`src/rtl/frame_sched_pkg.sv`:
```
// Shared types and defaults for the per-frame game-datapath scheduler.
package frame_sched_pkg;

  localparam int NUM_STAGES_DEF     = 4;
  localparam int TIMEOUT_CYCLES_DEF = 1_000_000;
  localparam int FC_W_DEF           = 16;

  localparam int OVR_DROP    = 0;
  localparam int OVR_TIMEOUT = 1;

  typedef enum logic [1:0] {
    IDLE  = 2'd0,
    START = 2'd1,
    WAIT  = 2'd2,
    SWAP  = 2'd3
  } state_t;

endpackage

```
`src/rtl/frame_scheduler_vsync_edge_detect.sv`:
```
// Synchronizes the async active-low vsync and emits a registered one-cycle
// tick on its falling edge. All history flops reset high so reset never looks like an edge.
module vsync_edge_detect (
  input  logic i_clk,
  input  logic i_rst,
  input  logic i_vsync,
  output logic o_frame_tick
);

  logic r_sync1, r_sync2, r_prev, r_tick;

  always_ff @(posedge i_clk or posedge i_rst) begin
    if (i_rst) begin
      r_sync1 <= 1'b1;
      r_sync2 <= 1'b1;
      r_prev  <= 1'b1;
      r_tick  <= 1'b0;
    end else begin
      r_sync1 <= i_vsync;
      r_sync2 <= r_sync1;
      r_prev  <= r_sync2;
      r_tick  <= r_prev & ~r_sync2;
    end
  end

  assign o_frame_tick = r_tick;

endmodule

```
`src/rtl/frame_scheduler.sv`:
```
// Runs the update stages once per vsync and swaps the display buffer at the end.
// Optional stage watchdog enabled by defining FRAME_SCHED_WATCHDOG_EN.
module frame_scheduler
  import frame_sched_pkg::*;
#(
  parameter int NUM_STAGES     = NUM_STAGES_DEF,
  parameter int TIMEOUT_CYCLES = TIMEOUT_CYCLES_DEF,
  parameter int FC_W           = FC_W_DEF
) (
  input  logic                  i_clk,
  input  logic                  i_rst,
  input  logic                  i_vsync,
  input  logic                  i_pause,
  input  logic                  i_clr_status,
  input  logic [NUM_STAGES-1:0] i_stage_done,
  output logic [NUM_STAGES-1:0] o_stage_start,
  output logic                  o_busy,
  output logic                  o_swap,
  output logic                  o_buf_sel,
  output logic [FC_W-1:0]       o_frame_count,
  output logic [1:0]            o_overrun
);

  localparam int IDX_W = (NUM_STAGES > 1) ? $clog2(NUM_STAGES) : 1;

  state_t                  r_state;
  logic [IDX_W-1:0]        r_idx;
  logic [NUM_STAGES-1:0]   r_stage_start;
  logic                    r_busy, r_swap, r_buf_sel;
  logic [FC_W-1:0]         r_frame_count;
  logic [1:0]              r_overrun;
  logic                    w_frame_tick, w_done, w_timeout;

  vsync_edge_detect u_edge (
    .i_clk       (i_clk),
    .i_rst       (i_rst),
    .i_vsync     (i_vsync),
    .o_frame_tick(w_frame_tick)
  );

  assign w_done = i_stage_done[r_idx];

`ifdef FRAME_SCHED_WATCHDOG_EN
  localparam int WD_W = $clog2(TIMEOUT_CYCLES + 1);
  logic [WD_W-1:0] r_wdog;

  // Down-counter loaded in START; terminal count lands TIMEOUT_CYCLES cycles into WAIT.
  always_ff @(posedge i_clk or posedge i_rst) begin
    if (i_rst)
      r_wdog <= '0;
    else if (r_state == START)
      r_wdog <= WD_W'(TIMEOUT_CYCLES);
    else if (r_state == WAIT && r_wdog != '0)
      r_wdog <= r_wdog - 1'b1;
  end

  assign w_timeout = (r_wdog == '0);
`else
  assign w_timeout = 1'b0;
`endif

  always_ff @(posedge i_clk or posedge i_rst) begin
    if (i_rst) begin
      r_state       <= IDLE;
      r_idx         <= '0;
      r_stage_start <= '0;
      r_busy        <= 1'b0;
      r_swap        <= 1'b0;
      r_buf_sel     <= 1'b0;
      r_frame_count <= '0;
      r_overrun     <= '0;
    end else begin
      r_stage_start <= '0;
      r_swap        <= 1'b0;
      // Clear first so a same-cycle set below takes priority.
      if (i_clr_status)
        r_overrun <= '0;
      if (w_frame_tick && r_state != IDLE)
        r_overrun[OVR_DROP] <= 1'b1;

      case (r_state)
        IDLE: begin
          if (w_frame_tick && !i_pause) begin
            r_idx         <= '0;
            r_stage_start <= NUM_STAGES'(1);
            r_busy        <= 1'b1;
            r_state       <= START;
          end
        end
        START: r_state <= WAIT;
        WAIT: begin
          if (w_done || w_timeout) begin
            if (!w_done)
              r_overrun[OVR_TIMEOUT] <= 1'b1;
            if (r_idx == IDX_W'(NUM_STAGES - 1)) begin
              r_swap        <= 1'b1;
              r_buf_sel     <= ~r_buf_sel;
              r_frame_count <= r_frame_count + 1'b1;
              r_state       <= SWAP;
            end else begin
              r_idx         <= r_idx + 1'b1;
              r_stage_start <= NUM_STAGES'(1) << (r_idx + 1'b1);
              r_state       <= START;
            end
          end
        end
        SWAP: begin
          r_busy  <= 1'b0;
          r_state <= IDLE;
        end
        default: begin
          r_busy  <= 1'b0;
          r_state <= IDLE;
        end
      endcase
    end
  end

  assign o_stage_start = r_stage_start;
  assign o_busy        = r_busy;
  assign o_swap        = r_swap;
  assign o_buf_sel     = r_buf_sel;
  assign o_frame_count = r_frame_count;
  assign o_overrun     = r_overrun;

endmodule
```
`config.mk`:
```
export PLATFORM = sky130hd
export DESIGN_NAME = frame_scheduler
export DESIGN_NICKNAME = d
export VERILOG_FILES = /design/src/rtl/frame_sched_pkg.sv /design/src/rtl/frame_scheduler_vsync_edge_detect.sv /design/src/rtl/frame_scheduler.sv
export SDC_FILE = /design/constraint.sdc
export NUM_CORES = 1
export LEC_CHECK = 0
export BUFFER_PORTS_ARGS = -buffer_cell sky130_fd_sc_hd__buf_2
export CAP_MARGIN = 20
export CORE_UTILIZATION = 60
export CTS_BUF_LIST = sky130_fd_sc_hd__clkbuf_2
export DETAILED_ROUTE_END_ITERATION = 6
export PLACE_DENSITY = 0.89
export RECOVER_POWER = 25
export SLEW_MARGIN = 0
export SYNTH_ARGS = -nofsm -noshare
export SYNTH_HDL_FRONTEND = slang
export SYNTH_SLANG_ARGS = --single-unit
```
`constraint.sdc`:
```
create_clock -name i_clk -period 4.3 [get_ports i_clk]
set_input_delay 1.075 -clock i_clk [delete_from_list [all_inputs] [get_ports i_clk]]
set_output_delay 1.075 -clock i_clk [all_outputs]
set_load 0.005 [all_outputs]
```
Word-level counts from Yosys, hierarchy flattened
Cells that the tools add are included.
Operators by class
  $add $sub $neg: 2
  magnitude comparators: 1
  equal/unequal tests: 7
  shifts and indexed selects: 1
  multiplexer cells: 21
  bitwise gates (word level): 3
  reductions and logical operators: 12
Operators by type and width (number)
  16-bit by 1-bit adder with 16-bit output (second input constant): 1
  2-bit 2-to-1 mux: 6
  1-bit 2-to-1 mux: 8
  4-bit 2-to-1 mux: 2
  2-bit one-hot mux with 4 select lines: 1
  4-bit one-hot mux with 2 select lines: 1
  2-bit nonzero test: 4
  2-bit equality test (second input constant): 3
  2-bit != test (second input constant): 3
  2-bit one-hot mux with 2 select lines: 1
  2-bit AND reduction: 2
  4-bit AND reduction: 1
  1-bit by 2-bit left shift with 4-bit output (first input constant): 1
  2-bit by 3-bit less-than comparator with 1-bit output (second input constant): 1
  3-bit AND reduction: 1
  2-bit by 1-bit adder with 2-bit output (second input constant): 1
  1-bit binary-select mux with 2-bit select: 1
  2-bit by 1-bit equality test with 1-bit output (second input constant): 1
  1-bit logical AND: 2
  2-bit zero test: 1
  1-bit NOT: 2
  1-bit one-hot mux with 2 select lines: 1
  1-bit AND: 1
  1-bit zero test: 1
Storage, ports and cells
  bits in registers: 32
  input bits: 9
  output and inout bits: 25
  word-level logic and storage cells: 59

Depth between registers and ports, before layout
  depth in word-level cells: 5
  mapped depth: 6
  depth with buffers taken out: 6

Hierarchy
From an unflattened synthesis, not the netlist that was laid out.
Unflattened totals
  cell total of the unflattened synthesis: 121
  area total of the unflattened synthesis: 1465.2 um^2
By module, submodules not included
  frame_scheduler: times used 1, cells each 115, area an instance 1343.8 um^2, seq. area each 700.7 um^2
  vsync_edge_detect: times used 1, cells each 6, area an instance 121.4 um^2, seq. area each 103.8 um^2

Worst setup path after synthesis
Ideal clock, no wire load.
  kind: input to register
  start: input port i_stage_done[0]
  end: register r_frame_count[5] (netlist: o_frame_count[5])
  setup time: 132 ps
  arrival time: 1936 ps
  path slack: 2232 ps
  stages: 5
  buffers on the path: 1
  cells stage by stage: mux2_4 > a22oi_4 > buf_6 > nor3_1 > xor2_1
Between the ends
  cells in the longest elaborated chain, start to end: 3
RTL lines
  start, declared: RTL line frame_scheduler.sv:15  | input logic [NUM_STAGES-1:0] i_stage_done,
  1-bit binary-select mux with 2-bit select: RTL line frame_scheduler.sv:41  | assign w_done = i_stage_done[r_idx];
  1-bit 2-to-1 mux (not written as such): RTL line frame_scheduler.sv:41
  3-bit AND reduction (no source line)
  end signal, assigned: RTL line frame_scheduler.sv:98  | r_frame_count <= r_frame_count + 1'b1;
  end, declared: RTL line frame_scheduler.sv:30  | logic [FC_W-1:0] r_frame_count;
Every way passes these cells. The select of a mux whose other input is x is not followed.
A chain may end at the register's enable or synchronous reset.

Final worst setup path
  start: input port i_stage_done[1]
  end: register r_frame_count[1] (netlist: o_frame_count[1])
The elaborated chain is that of the path after synthesis.

==> results.yml <==
setup_path:
  cp_max_fo: 14
  r2r_start: "r_idx[0]"
  crit_required_ps: 4550
  rrSetupSlack_ps: 2140
  r2r_end: "o_frame_count[1]"
  max_stage_delay_ps: 450
  critPathBufInv: 2
  path_cells: "buf_2 -> mux2_4 -> a22oi_4 -> inv_1 -> mux2_2"
  worstRegToRegCells: 5
  cp-end-kind: "flip-flop"
  worst_path_max_delay_cell: "a22oi_4"
  cp.arrival_ps: 2430
  startpoint_type: "input port"
  critPathKind: "input port to flip-flop"
  crit_family: "multiplexers"
global_route:
  grt_max_degree: 28
  grt_usage: 0.258
  grt_pass1_vias: 1100
  gr-total-overflow: 0
  grt_pass1_wl_mm: 4.95
  antenna_found_initial: 0
layout:
  diodes: 0
  finalNetCount: 177
  fillers: 160
  final_area_um2: 1740
  final_util: 0.749
  drive_gt1_frac: 0.348
  areaGrowthSynthToFinish_pct: 13.0
  finalNonFillerCells: 192
die:
  fp.dieW_um: 52.6
  die_h_um: 52.6
  start_util: 0.662
  rows: 17
  dieArea_um2: 2770
  core_area_um2: 2320
  num_io_pins: 34
route:
  routed_wl_mm: 2.87
  drc: 0
  wl_per_cell_um: 15.0
  drt-initial-drc-count: 12
  vias: 1096
  ant_nets: 0
  viasPerCell: 5.71
  dr.pass1.iters: 4
power_and_ir_drop:
  p_per_area_nw_per_um2: 393
  peakVddDrop_v: 0.000329
  p_leak_nw: 0.944
yosys:
  synth_common_cells: "29 x dfrtp_1, 10 x xor2_1, 8 x inv_1"
  synthesis.area_um2: 1540
  yosys_warnings: 0
  synth_top_area_share: 0.473
  synth_cell_types: 43
  synth_area_per_cell_um2: 12.1
  syn_nets: 141
  synthCells: 127
  synth_edf_count: 0
  async_reset_ff_frac: 1.00
  synth_seq_cells: 32
  synth_seq_area_share: 0.524
  synth_top_cell_by_area: "dfrtp_1"
  synth.top_cells.by_area: "dfrtp_1 47%, xor2_1 5.7%, dfstp_2 5.1%"
  ys.flop_type: "dfrtp_1"
  synth.most_common_cell: "dfrtp_1"
clock_network:
  clockBufferDepth: 2
  cts_setup_buffers: 0
  clock_sinks: 32
  cts_resized: 0
  clk_pin_slew_ps: 140
  cts_root_buf: "clkbuf_2"
  cts_buffers: 5
  clk_latency_ps: 360
  cts_tree: "yes"
  cts.htree.levels: 2
  hold_buffers: 0
sta:
  final_max_slew_viol_count: 0
  finalCritPeriodShare: 0.507
  max_freq_ghz: 0.458
  min_period_ps: 2180
  rsz0062_at_grt: "no"
  fin_skew_ps: 26.8
  setup_violations: 0
  worst_pin_slew_ps: 1260
  fin_setup_tns_ps: 0
  relSlewSlack: 0.159
  final-hold-violation-count: 0
hold_path:
  hp-start: "u_edge.r_sync1"
  holdPathEnd: "u_edge.r_sync2"
  timing.hold.worst.class: "flip-flop to flip-flop"
  min_path_cells: 0
placement:
  port_buffers: 32
  dp.cells: 183
  placement.cell_area_um2: 1690
  hpwlAfterDp_mm: 2.09
  gp_congestion: 0.832
run:
  cap_violations: 0
outcome:
  status: "finished clean"
## report_power, final
group / switching (W) / leakage (nW) / internal [W]
clock: 0.0000917 / 0.0332 / 0.0000480
combinational: 0.0000706 / 0.494 / 0.0000813
sequential: 0.0000514 / 0.417 / 0.000339
## state kept, by name (all words and copies together) (netlist names), 2 cells and up
name / count
o_frame_count: 16
o_stage_start: 4
r_idx: 2
r_state: 2
## how the worst max path moves through the flow
stage / slack (ps) / from / end / cells past startpoint
final: 2120 / i_stage_done[1] / o_frame_count[1] / 5
after global routing: 1990 / r_idx[0] / o_frame_count[1] / 5
after CTS: 2140 / i_stage_done[1] / o_frame_count[1] / 5
after detailed placement: 1750 / i_stage_done[1] / o_frame_count[1] / 5
after global placement: 1810 / i_stage_done[1] / o_frame_count[1] / 5
after floorplan: 2230 / i_stage_done[0] / o_frame_count[5] / 5
## per-layer routing
layer,up-vias,global-route usage,part of all wire
li1,509,-,-
met5,-,0,0
met4,0,0.101,0.012
met2,45,0.409,0.51
met3,6,0.0899,0.054
met1,536,0.321,0.42
## layout make-up
cell class,instances,area (um^2),share of cell area
Timing Repair Buffer,34,171,0.0988
Clock buffer,8,40.0,0.0231
Sequential cell,32,805,0.464
Tap cell,28,35.0,0.0202
Multi-Input combinational cell,82,654,0.377
Inverter,8,30.0,0.0173
## cell families (layout without fill, tap and decap cells)
family,after synthesis,in the layout,share of synthesized area
xor gates and xnor gates,16,16,0.0913
other,1,1,0.00244
muxes,4,4,0.0334
AOI/OAI and AO/OA,12,12,0.0611
buffers and inverters,13,50,0.0497
and+or+nand+nor,44,44,0.197
DFF,32,32,0.524
adders and majority gates,5,5,0.0407
## stage by stage
stage          power, W  hold WS, ps  worst slack [ps]
2_1_floorplan  0.000511          345              2230
3_3_place_gp   0.000537          348              1810
3_5_place_dp   0.000550          351              1750
4_1_cts        0.000687          372              2140
5_1_grt        0.000734          377              1990
6_report       0.000682          370              2120
## layout by cell type (no fill, tap or decap), types with 2 or more instances in the layout
cell type  instances
dfrtp_1           29
xnor2_1            6
and2_1             3
a211oi_1           2
and4_1             2
nand2_1            6
clkbuf_2           8
nand3_1            6
o21ai_0            4
ha_1               5
dfstp_2            3
nor4_1             2
nor3b_1            2
xor2_1            10
buf_2             32
mux2_4             2
nor4_2             3
inv_1              8
nor4b_1            2
nor2_1             3
nor3_1             3
(Power assumes the default switching activity.)
